[config.mk]
export PLATFORM = sky130hd
export DESIGN_NAME = tick_scheduler
export DESIGN_NICKNAME = d
export VERILOG_FILES = /design/src/rtl/tick_scheduler.sv
export SDC_FILE = /design/constraint.sdc
export NUM_CORES = 1
export LEC_CHECK = 0
export CORE_ASPECT_RATIO = 1.1
export CORE_MARGIN = 1
export CORE_UTILIZATION = 31
export CTS_CLUSTER_SIZE = 14
export DETAILED_ROUTE_END_ITERATION = 10
export DONT_BUFFER_PORTS = 1
export GPL_TIMING_DRIVEN = 0
export MAX_ROUTING_LAYER = met4
export SYNTH_ARGS = -nofsm -noshare
export SYNTH_HDL_FRONTEND = slang
export SYNTH_SLANG_ARGS = --single-unit
export TNS_END_PERCENT = 30
[constraint.sdc]
create_clock -name input_clock -period 1.8 [get_ports input_clock]
set_clock_uncertainty 0.05 [all_clocks]
set_input_delay 0.36 -clock input_clock [delete_from_list [all_inputs] [get_ports input_clock]]
set_output_delay 0.36 -clock input_clock [all_outputs]
set_load 0.005 [all_outputs]
[src/rtl/tick_scheduler.sv]
// Programmable tick generator: issues a pulse every divisor+1 clocks for a configured
// number of ticks (or forever), toggling output_clock on each tick.
module tick_scheduler #(
    parameter int unsigned DEFAULT_DIVISOR = 8333333,
    parameter int unsigned DIV_W           = 25
) (
    input  logic             input_clock,
    input  logic             reset,
    input  logic             cfg_valid,
    output logic             cfg_ready,
    input  logic [DIV_W-1:0] cfg_divisor,
    input  logic [7:0]       cfg_count,
    input  logic             start,
    input  logic             stop,
    output logic             tick,
    output logic             output_clock,
    output logic [7:0]       tick_index,
    output logic             busy,
    output logic             done
);

    typedef enum logic [1:0] {
        IDLE = 2'd0,
        RUN  = 2'd1,
        DONE = 2'd2
    } state_e;

    state_e           state_q, state_d;
    logic [DIV_W-1:0] counter_q, counter_d;
    logic [DIV_W-1:0] divisor_q, divisor_d;
    logic [7:0]       count_q, count_d;
    logic [7:0]       tickIndex_q, tickIndex_d;
    logic             tick_q, tick_d;
    logic             done_q, done_d;
    logic             outClk_q, outClk_d;
    logic             busy_q;
    logic             cfgReady_q;
    logic [7:0]       nextIndex;

    assign nextIndex = tickIndex_q + 8'd1;

    always_comb begin
        state_d     = state_q;
        counter_d   = counter_q;
        divisor_d   = divisor_q;
        count_d     = count_q;
        tickIndex_d = tickIndex_q;
        tick_d      = 1'b0;
        done_d      = 1'b0;
        outClk_d    = outClk_q;
        case (state_q)
            IDLE: begin
                // A zero divisor would give a one-cycle period, so it is promoted to 1.
                if (cfg_valid && cfgReady_q) begin
                    divisor_d = (cfg_divisor == '0) ? {{(DIV_W-1){1'b0}}, 1'b1} : cfg_divisor;
                    count_d   = cfg_count;
                end
                if (start) begin
                    state_d     = RUN;
                    counter_d   = '0;
                    tickIndex_d = 8'd0;
                end
            end
            RUN: begin
                if (stop) begin
                    state_d   = IDLE;
                    counter_d = '0;
                end else if (counter_q == divisor_q) begin
                    counter_d   = '0;
                    tick_d      = 1'b1;
                    outClk_d    = ~outClk_q;
                    tickIndex_d = nextIndex;
                    if ((count_q != 8'd0) && (nextIndex == count_q)) begin
                        state_d = DONE;
                        done_d  = 1'b1;
                    end
                end else begin
                    counter_d = counter_q + {{(DIV_W-1){1'b0}}, 1'b1};
                end
            end
            DONE: begin
                state_d = IDLE;
            end
            default: begin
                state_d = IDLE;
            end
        endcase
    end

    // busy and cfg_ready are registered from the next state so they line up with state_q.
    always_ff @(posedge input_clock) begin
        if (reset) begin
            state_q     <= IDLE;
            counter_q   <= '0;
            divisor_q   <= DIV_W'(DEFAULT_DIVISOR);
            count_q     <= 8'd0;
            tickIndex_q <= 8'd0;
            tick_q      <= 1'b0;
            done_q      <= 1'b0;
            outClk_q    <= 1'b0;
            busy_q      <= 1'b0;
            cfgReady_q  <= 1'b1;
        end else begin
            state_q     <= state_d;
            counter_q   <= counter_d;
            divisor_q   <= divisor_d;
            count_q     <= count_d;
            tickIndex_q <= tickIndex_d;
            tick_q      <= tick_d;
            done_q      <= done_d;
            outClk_q    <= outClk_d;
            busy_q      <= (state_d != IDLE);
            cfgReady_q  <= (state_d == IDLE);
        end
    end

    assign cfg_ready    = cfgReady_q;
    assign tick         = tick_q;
    assign done         = done_q;
    assign output_clock = outClk_q;
    assign tick_index   = tickIndex_q;
    assign busy         = busy_q;

endmodule

==> metrics.txt <==
Routed WL 10700 um; drt pass-1 iters 4; largest net degree at the start of global routing 14; Synth cell types 43; antenna violations before repair 0; Seq/Total Area, Yosys 41.2%; Slew HR 52.2%; PD cells 881 nW/um2; Peak VDD IR 0.420 mV; post-detail-place hpwl 6990 um; unrepaired setup endpoints after global routing true; Bufs on Longest Clock Path 2; htree depth 3; Die W 104 um; # DRC 0; Buffers on Ports 0; All-Layer GR Usage 18.1%; failing checks negative setup slack; CP Class reg2reg; CP arrival 2.16 ns; most common cell after layout, fill and taps aside nand2_1; worst-skew pair later-pin latency 0.34 ns; most frequent cells in the layout nand2_1, dfxtp_1, xnor2_1; Yosys Warn Count 0; FF-to-FF path depth 8; CP Launch Type flop; Final Cell Area 4730 um2; fin crit period 1.96 ns; CTS clock-pin slew for the worst setup and hold paths 0.06 ns; register area 1520 um2; post-synthesis register bit count 73; Initial Util 32.2%; GRT overflow 0; reg2reg start counter_q[12]; area of the multi-input gates 2300 um2; crit path launch counter_q[12]; Post-Synthesis Cells 439; crit end category flop; fill count 1079; # diodes 0; CTS Buf Count 9; Layout Nets 520; Core Footprint 11000 um2; Detail Route Antenna Nets 0; WHS 0.0991 ns; DR WL/cell 16.9 um; Mean Syn Cell Area 8.07 um2; f_max 0.511 GHz; layout cell share with drive strength beyond 1 28.9%; Power, Total 4.17 mW; Lkg Pwr 1.64 nW; first-pass GRT wire length 16100 um; vias in the first global route 3200; final setup vio count 33; fin. max-slew vios 0; Clock Sinks 73; row cnt 40; final hold viol count 0; crit path max fanout 5; cts hold-fix bufs 0; die height 114 um; Placed Instance Area 3770 um2; Starting DRT DRC Count 240; CTS tree yes; setup ws final -0.158 ns; root buffer cell clkbuf_16; status complete, but fails checks; via count 3365; Synth Net Count 479; num ports 51; Tightest Pin Transition 0.714 ns; die area 11900 um2; vias per cell 5.32; part of the cycle the worst path needs 109%; R2R setup slack -0.16 ns; WP data required 2.00 ns; Final GP Congestion 0.848; CP endpoint counter_q[21]; synthesized area 3540 um2; reg2reg end counter_q[21]; Area growth syn-to-layout 33.6%; total of max-cap violations 0; Hold WC Path Type in2reg
-- layout make-up --
class | count | share of cell area [%]
Sequential cell | 73 | 32.0
Tap cell | 147 | 3.88
Buffer | 20 | 2.46
Timing Repair Buffer | 31 | 5.55
Clock inverter | 7 | 2.51
Inverter | 4 | 0.317
Clock buffer | 9 | 4.76
Multi-Input combinational cell | 341 | 48.5
-- worst max-delay path, stage by stage, from the launching register on --
cell and delay [ns]:
dfxtp_4 0.37, and3_4 0.18, buf_6 0.10, nand4_1 0.08
buf_6 0.15, nor3_4 0.29, nand2_2 0.09, or3b_4 0.40
a31oi_1 0.15
-- per-stage QoR --
stage / TNS [ns] / utilization [%] / worst slack (ns) / cells
after CTS: -3.37 / 40.4 / -0.139 / 623
after global placement: -13.05 / 34.3 / -0.462 / 586
after global routing: -6.64 / 43.0 / -0.257 / 632
after floorplan: -0.491 / - / -0.0412 / 439
after detailed placement: -12.96 / 34.3 / -0.450 / 586
final: -3.13 / 43.0 / -0.158 / 632
-- synthesized netlist by cell type --
library cell | number | area share, %
xnor2_1 | 38 | 9.4
a21oi_1 | 35 | 4.9
or3_1 | 2 | 0.35
dfxtp_1 | 73 | 41
or4_1 | 2 | 0.42
inv_1 | 4 | 0.42
xor2_1 | 10 | 2.5
nor4_4 | 1 | 0.60
a41oi_1 | 4 | 0.99
a211o_1 | 2 | 0.49
nor3b_1 | 1 | 0.21
a31oi_1 | 10 | 1.8
nand2b_1 | 6 | 1.1
or3b_2 | 2 | 0.49
and4_1 | 2 | 0.49
buf_2 | 6 | 0.85
or3b_1 | 2 | 0.49
o21bai_2 | 1 | 0.32
a2111oi_0 | 1 | 0.25
nor3_2 | 3 | 0.85
nor2_1 | 26 | 2.8
nand3_2 | 1 | 0.28
nor2b_1 | 4 | 0.71
a21boi_1 | 1 | 0.21
or2_2 | 2 | 0.35
and3_1 | 9 | 1.6
nand3_1 | 15 | 2.1
a211oi_1 | 2 | 0.42
nand4_1 | 10 | 1.8
a221oi_1 | 1 | 0.25
nor4_1 | 8 | 1.4
nand2_1 | 97 | 10
clkbuf_1 | 14 | 1.5
o21bai_1 | 1 | 0.21
ha_1 | 2 | 0.71
nand3b_1 | 11 | 2.3
nor3_1 | 5 | 0.71
o21ai_0 | 12 | 1.7
a311oi_1 | 2 | 0.49
and2_1 | 6 | 1.1
a21o_1 | 2 | 0.42
nor4b_1 | 2 | 0.49
clkbuf_2 | 1 | 0.14
-- how the worst min path moves through the flow --
stage | start | end | cells past startpoint | slack, ns
2_1_floorplan | divisor_q[10] | divisor_q[10] | 2 | 0.40
6_report | cfg_divisor[21] | divisor_q[21] | 2 | 0.1
5_1_grt | cfg_divisor[4] | divisor_q[4] | 2 | 0.09
4_1_cts | cfg_divisor[21] | divisor_q[21] | 2 | 0.09
3_3_place_gp | divisor_q[9] | divisor_q[9] | 2 | 0.41
3_5_place_dp | divisor_q[14] | divisor_q[14] | 2 | 0.41
-- routing by layer --
layer	track usage (%)	vias up	part of all wire, %
met5	-	-	0
met3	3.93	20	4.8
met4	9.05	0	2.8
met2	29.4	112	49
met1	21.2	1628	43
li1	-	1605	-
-- timing repair --
action,CTS,global route
cloned,1,0
setup endpoints to repair,38,58
setup buffers,20,10
resized for setup,49,63
pin swaps,22,24
-- power by group --
part / internal [mW] / switching, mW
logic: 0.158 / 0.219
clock network: 1.35 / 0.719
registers: 1.67 / 0.0571
total: 3.18 / 0.995
-- registers in the layout, summed over array words and instances, names as in the netlist --
register and cells:
count_q 8, busy 1, output_clock 1, tick_index 8
counter_q 25, state_q 2, done 1, divisor_q 25
cfg_ready 1, tick 1
-- kinds of logic (layout without fill, tap and decap cells) --
family | after synthesis | after routing | share of synthesized area [%]
xor+xnor | 48 | 48 | 11.9
compound gates | 74 | 74 | 12.5
flops | 73 | 73 | 41.2
simple gates | 217 | 217 | 30.8
buf+inv | 25 | 71 | 2.90
fa+ha+maj | 2 | 2 | 0.706
Note: power is estimated with default switching activity, not from simulation.
